## src/rtl/param_updown_counter.sv

```systemverilog
`default_nettype none
// ============================================================================
//  Module      : param_updown_counter
//  Description : Parametrised up/down counter with configurable modulus
//                (MAX_VAL+1) and a wrap or saturate policy. It has terminal
//                flags and sticky overflow/underflow flags that software
//                clears.
//  Revision    : 1.0  initial release
// ----------------------------------------------------------------------------
//  Parameters
//    WIDTH      counter width in bits (2..32)
//    MAX_VAL    highest count value (1..2**WIDTH-1)
//    SATURATE   0 = wrap at the limits, 1 = hold at the limits
//  Ports
//    clk          rising-edge clock
//    rst_n        asynchronous reset, active-low
//    ld_i         load data_in_i (highest priority)
//    inc_i        count up by one
//    dec_i        count down by one (inc_i together with dec_i = hold)
//    data_in_i    load value; values above MAX_VAL clamp and raise overflow
//    clr_flags_i  clear the sticky ovf_o/unf_o flags on the next edge
//    data_out_o   current count (registered)
//    at_max_o     data_out_o == MAX_VAL
//    at_zero_o    data_out_o == 0
//    ovf_o        sticky overflow flag (registered)
//    unf_o        sticky underflow flag (registered)
// ============================================================================
module param_updown_counter #(
    parameter int          WIDTH    = 8,
    parameter int unsigned MAX_VAL  = (WIDTH >= 32) ? 32'hFFFF_FFFF
                                                    : ((32'd1 << WIDTH) - 32'd1),
    parameter bit          SATURATE = 1'b0
) (
    input  logic             clk,
    input  logic             rst_n,
    input  logic             ld_i,
    input  logic             inc_i,
    input  logic             dec_i,
    input  logic [WIDTH-1:0] data_in_i,
    input  logic             clr_flags_i,
    output logic [WIDTH-1:0] data_out_o,
    output logic             at_max_o,
    output logic             at_zero_o,
    output logic             ovf_o,
    output logic             unf_o
);

    localparam logic [WIDTH-1:0] c_max  = WIDTH'(MAX_VAL);
    localparam logic [WIDTH:0]   c_max1 = {1'b0, c_max};
    localparam logic [WIDTH:0]   c_one1 = (WIDTH+1)'(1);

    logic [WIDTH-1:0] count_q, count_d;
    logic             ovf_q, ovf_d;
    logic             unf_q, unf_d;

    logic [WIDTH:0]   w_inc;
    logic [WIDTH:0]   w_dec;
    logic             w_ovf_evt;
    logic             w_unf_evt;

    // One extra bit of headroom: the increment result is compared against
    // the modulus limit, and the borrow bit of the decrement marks underflow.
    // Natural WIDTH rollover is never relied upon because the modulus is
    // generally not a power of two.
    assign w_inc = {1'b0, count_q} + c_one1;
    assign w_dec = {1'b0, count_q} - c_one1;

    always_comb begin
        count_d   = count_q;
        w_ovf_evt = 1'b0;
        w_unf_evt = 1'b0;

        if (ld_i) begin
            // A load masks inc/dec completely, including their flag effects.
            if (data_in_i > c_max) begin
                count_d   = c_max;
                w_ovf_evt = 1'b1;
            end else begin
                count_d   = data_in_i;
            end
        end else if (inc_i && !dec_i) begin
            if (w_inc > c_max1) begin
                w_ovf_evt = 1'b1;
                count_d   = SATURATE ? c_max : '0;
            end else begin
                count_d   = w_inc[WIDTH-1:0];
            end
        end else if (dec_i && !inc_i) begin
            if (w_dec[WIDTH]) begin
                w_unf_evt = 1'b1;
                count_d   = SATURATE ? '0 : c_max;
            end else begin
                count_d   = w_dec[WIDTH-1:0];
            end
        end

        // A set event on the same edge as a clear wins for that flag only.
        ovf_d = w_ovf_evt | (ovf_q & ~clr_flags_i);
        unf_d = w_unf_evt | (unf_q & ~clr_flags_i);
    end

    always_ff @(posedge clk or negedge rst_n) begin
        if (!rst_n) begin
            count_q <= '0;
            ovf_q   <= 1'b0;
            unf_q   <= 1'b0;
        end else begin
            count_q <= count_d;
            ovf_q   <= ovf_d;
            unf_q   <= unf_d;
        end
    end

    assign data_out_o = count_q;
    assign ovf_o      = ovf_q;
    assign unf_o      = unf_q;
    assign at_max_o   = (count_q == c_max);
    assign at_zero_o  = (count_q == '0);

`ifndef SYNTHESIS
    if (WIDTH < 2 || WIDTH > 32 || MAX_VAL == 0 ||
        ((64'(MAX_VAL) >> WIDTH) != 64'd0)) begin : g_bad_params
        $error("param_updown_counter: illegal WIDTH=%0d / MAX_VAL=%0d", WIDTH, MAX_VAL);
    end

    always_ff @(posedge clk) begin
        if (rst_n && w_ovf_evt) begin
            $warning("%m: overflow event, count=%0d", count_q);
        end
        if (rst_n && w_unf_evt) begin
            $warning("%m: underflow event, count=%0d", count_q);
        end
    end
`endif

endmodule
`default_nettype wire

```

## config.mk

```make
export PLATFORM = sky130hd
export DESIGN_NAME = param_updown_counter
export DESIGN_NICKNAME = d
export VERILOG_FILES = /design/src/rtl/param_updown_counter.sv
export SDC_FILE = /design/constraint.sdc
export NUM_CORES = 1
export LEC_CHECK = 0
export BUFFER_PORTS_ARGS = -buffer_cell sky130_fd_sc_hd__buf_4
export CORE_ASPECT_RATIO = 1.2
export CORE_UTILIZATION = 53
export DETAILED_ROUTE_END_ITERATION = 8
export GPL_TIMING_DRIVEN = 0
export PLACE_DENSITY = 0.79
export REMOVE_ABC_BUFFERS = 1
export SLEW_MARGIN = 30
export SYNTH_ARGS = -nofsm -noshare
export SYNTH_HDL_FRONTEND = slang
export SYNTH_SLANG_ARGS = --single-unit
```

## constraint.sdc

```tcl
create_clock -name clk -period 2.6 [get_ports clk]
set_input_delay 0 -clock clk [delete_from_list [all_inputs] [get_ports clk]]
set_output_delay 0 -clock clk [all_outputs]
set_load 0.005 [all_outputs]
```

==> reports/results.txt <==
Status -> finished with violations
Failing checks -> DRC
Drt initial violations -> 40
Routability-driven placement congestion ratio -> 0.9132
Core area -> 1893 sq um
Comb pwr share -> 0.422
Post-synthesis sequential area ratio -> 0.2257
Top_reg_cell synth -> dfrtp_1
CP startpoint kind -> flop
Cell Count, Final, Fillers Out -> 169
DR vias/cell -> 6.509
CTS tree -> yes
Reg area -> 250.2 sq um
Placed wire-length estimate -> 1.995 mm
WL final -> 2.858 mm
Max Buffers Root-to-Sink -> 2
H-tree levels -> 1
Power share of the sequential group -> 0.407
Final Hold Fails -> 0
WL per Instance -> 16.91 um
Fin crit period -> 2.270 ns
Area delta synth->final -> 17.04%
Initial core utilization -> 0.5856
Max_slew headroom -> 0.4680
Nets@finish -> 171
Diodes inserted -> 0
Detail Route Antenna Nets -> 0
Placed instance count -> 161
Most common cell after layout, fill and taps aside -> buf_4
All-layer global routing usage -> 0.2723
Final setup fails -> 0
#FFs+latches synth -> 10
Layout fillers -> 162
P_sw -> 235.9 uW
Total gr overflow -> 0
Top routing layer in use -> met4
First-pass GRT wire length -> 4.554 mm
Fin. max-slew vios -> 0
Setup tns final -> 0 ns
Worst slew pin tran -> 0.7919 ns
Met2 WL post-DR -> 1.387 mm
Vias post-DR -> 1100
Pwr dens -> 460.3 nW/um^2
IO Pins -> 26
Total clock sinks -> 10
Fmax -> 440.6 MHz
CP Class -> reg -> reg
Vias in the first global route -> 993
Max cap viols -> 0
Avg Cell Area, Syn -> 8.869 sq um
Sw frac -> 0.3949
LEAKAGE -> 0.0005719 uW
Crit share post-route -> 0.8730
Critical Path AT -> 2.42 ns
Power Internal -> 361.4 uW
Worst hold path class -> in -> reg
Mapped Cells -> 125
Most frequent cells in the layout -> 25 x buf_4, 10 x dfrtp_1, 9 x nor2_1, 9 x o21ai_0
Worst-path clk slew -> 0.06 ns
Syn Std Cell Area -> 1109 sq um
Peak supply drop -> 0.4517 mV
Multi-input logic area -> 737.0 sq um
Unrepaired setup endpoints after global routing -> no
DIE AREA -> 2279 sq um
Yosys warning total -> 0
Worst-Skew Late Latency -> 0.26 ns
Unique masters post-synth -> 52
Largest net degree at the start of global routing -> 16
Total CTS buffers -> 3
Worst endpoint required time -> 2.75 ns
Initial antenna violation count -> 0
M1 WL -> 1.201 mm
Layout cells sized above 1 -> 0.3000
Setup Buffers After CTS -> 0
Port Buf Inserts -> 25
Max Clock Skew -> 0.002840 ns
Root buf cell -> clkbuf_4
Clk pwr share -> 0.171
Routed wl met3 -> 207 um
Async set-reset flop share out of synthesis -> 1.000
EDFF count, synth -> 0
Num rows -> 17
DRC -> 2
Die X -> 43.75 um
1st-pass router iterations -> 6
Crit Path Max Fanout -> 12
Worst setup EP type -> flop
Die span in y -> 52.10 um
-- logic make-up (layout without fill, tap and decap cells) --
family                   Yosys count  in the layout  synth area share
AO/OA/AOI/OAI                     41             41            0.2844
flip-flops                        10             10            0.2257
multiplexers                       2              2           0.01806
XOR/XNOR                           6              6           0.04740
buffers and inverters             15             40            0.1095
adder cells (fa/ha/maj)            5              5           0.05643
AND/OR/NAND/NOR                   46             46            0.2585
-- power by group through the flow --
stage	logic, uW	registers (uW)	clock network (uW)
3_5_place_dp	242	245	0
6_report	252	243	102
4_1_cts	249	242	106
5_1_grt	278	249	113
3_3_place_gp	235	243	0
2_1_floorplan	154	228	0
-- flip-flops by register name, indices dropped and copies added (netlist names) --
register,count
data_out_o,8
ovf_o,1
unf_o,1
-- critical path, stage by stage, from the launching register on --
cell      delay [ns]
dfrtp_1         0.59
ha_1            0.37
nand4_1         0.12
nor4b_1         0.34
a311oi_2        0.10
o21ai_2         0.32
o21ai_0         0.19
o21a_1          0.13
-- layer usage --
metal | track usage | up-vias
met5 | 0 | -
met4 | 0.06250 | 0
met3 | 0.06250 | 8
met2 | 0.4652 | 58
met1 | 0.3427 | 514
li1 | - | 520
-- cell usage after synthesis, types with 3 or more instances --
library cell | instances | area [sq um]
nand3_1 | 4 | 20.02
inv_1 | 7 | 26.28
dfrtp_1 | 10 | 250.2
nand2_1 | 7 | 26.28
nor3_1 | 4 | 20.02
a211oi_1 | 6 | 45.04
nor2_1 | 9 | 33.78
xnor2_1 | 4 | 35.03
a211o_1 | 3 | 26.28
buf_6 | 3 | 33.78
o21ai_0 | 9 | 45.04
clkbuf_8 | 3 | 41.29
ha_1 | 5 | 62.56
o21a_1 | 3 | 22.52
-- layout make-up --
type,count,share of cell area
Inverter,7,0.02025
Sequential cell,10,0.1929
Clock buffer,3,0.01736
Tap cell,19,0.01832
Multi-Input combinational cell,100,0.5680
Timing Repair Buffer,30,0.1832
-- repair_timing --
item,in CTS,in global routing
hold buffers,5,0
endpoints found under the hold margin,15,0
gates resized for setup,0,0
-- path summary, 6_finish.rpt --
path                                            from                        end  slack, ns  cells past startpoint
max reg2reg                data_out_o[1]$_DFFE_PN0P_  data_out_o[2]$_DFFE_PN0P_       0.33                      7
max in group asynchronous                      rst_n  data_out_o[1]$_DFFE_PN0P_       2.36                      2
min in group asynchronous                      rst_n  data_out_o[5]$_DFFE_PN0P_       0.10                      2
min reg2reg                          unf_o$_DFF_PN0_            unf_o$_DFF_PN0_       0.54                      2
min                                     data_in_i[4]  data_out_o[4]$_DFFE_PN0P_       0.01                      2
max                        data_out_o[1]$_DFFE_PN0P_  data_out_o[2]$_DFFE_PN0P_       0.33                      7
-- stage by stage --
step / cell area, sq um / setup slack [ns] / total power (uW) / util / hold WS [ns]
after floorplan: 1013 / 0.6987 / 381.6 / - / -0.2956
after global placement: 1225 / 0.4261 / 478.0 / 0.6471 / -0.1681
after detailed placement: 1225 / 0.3863 / 486.9 / 0.6471 / -0.1661
after CTS: 1297 / 0.3707 / 596.8 / 0.6854 / 0.004413
after global routing: 1297 / 0.1465 / 639.5 / 0.6854 / 0.02228
final: 1297 / 0.3303 / 597.3 / 0.6854 / 0.01016
(Power assumes the default switching activity.)
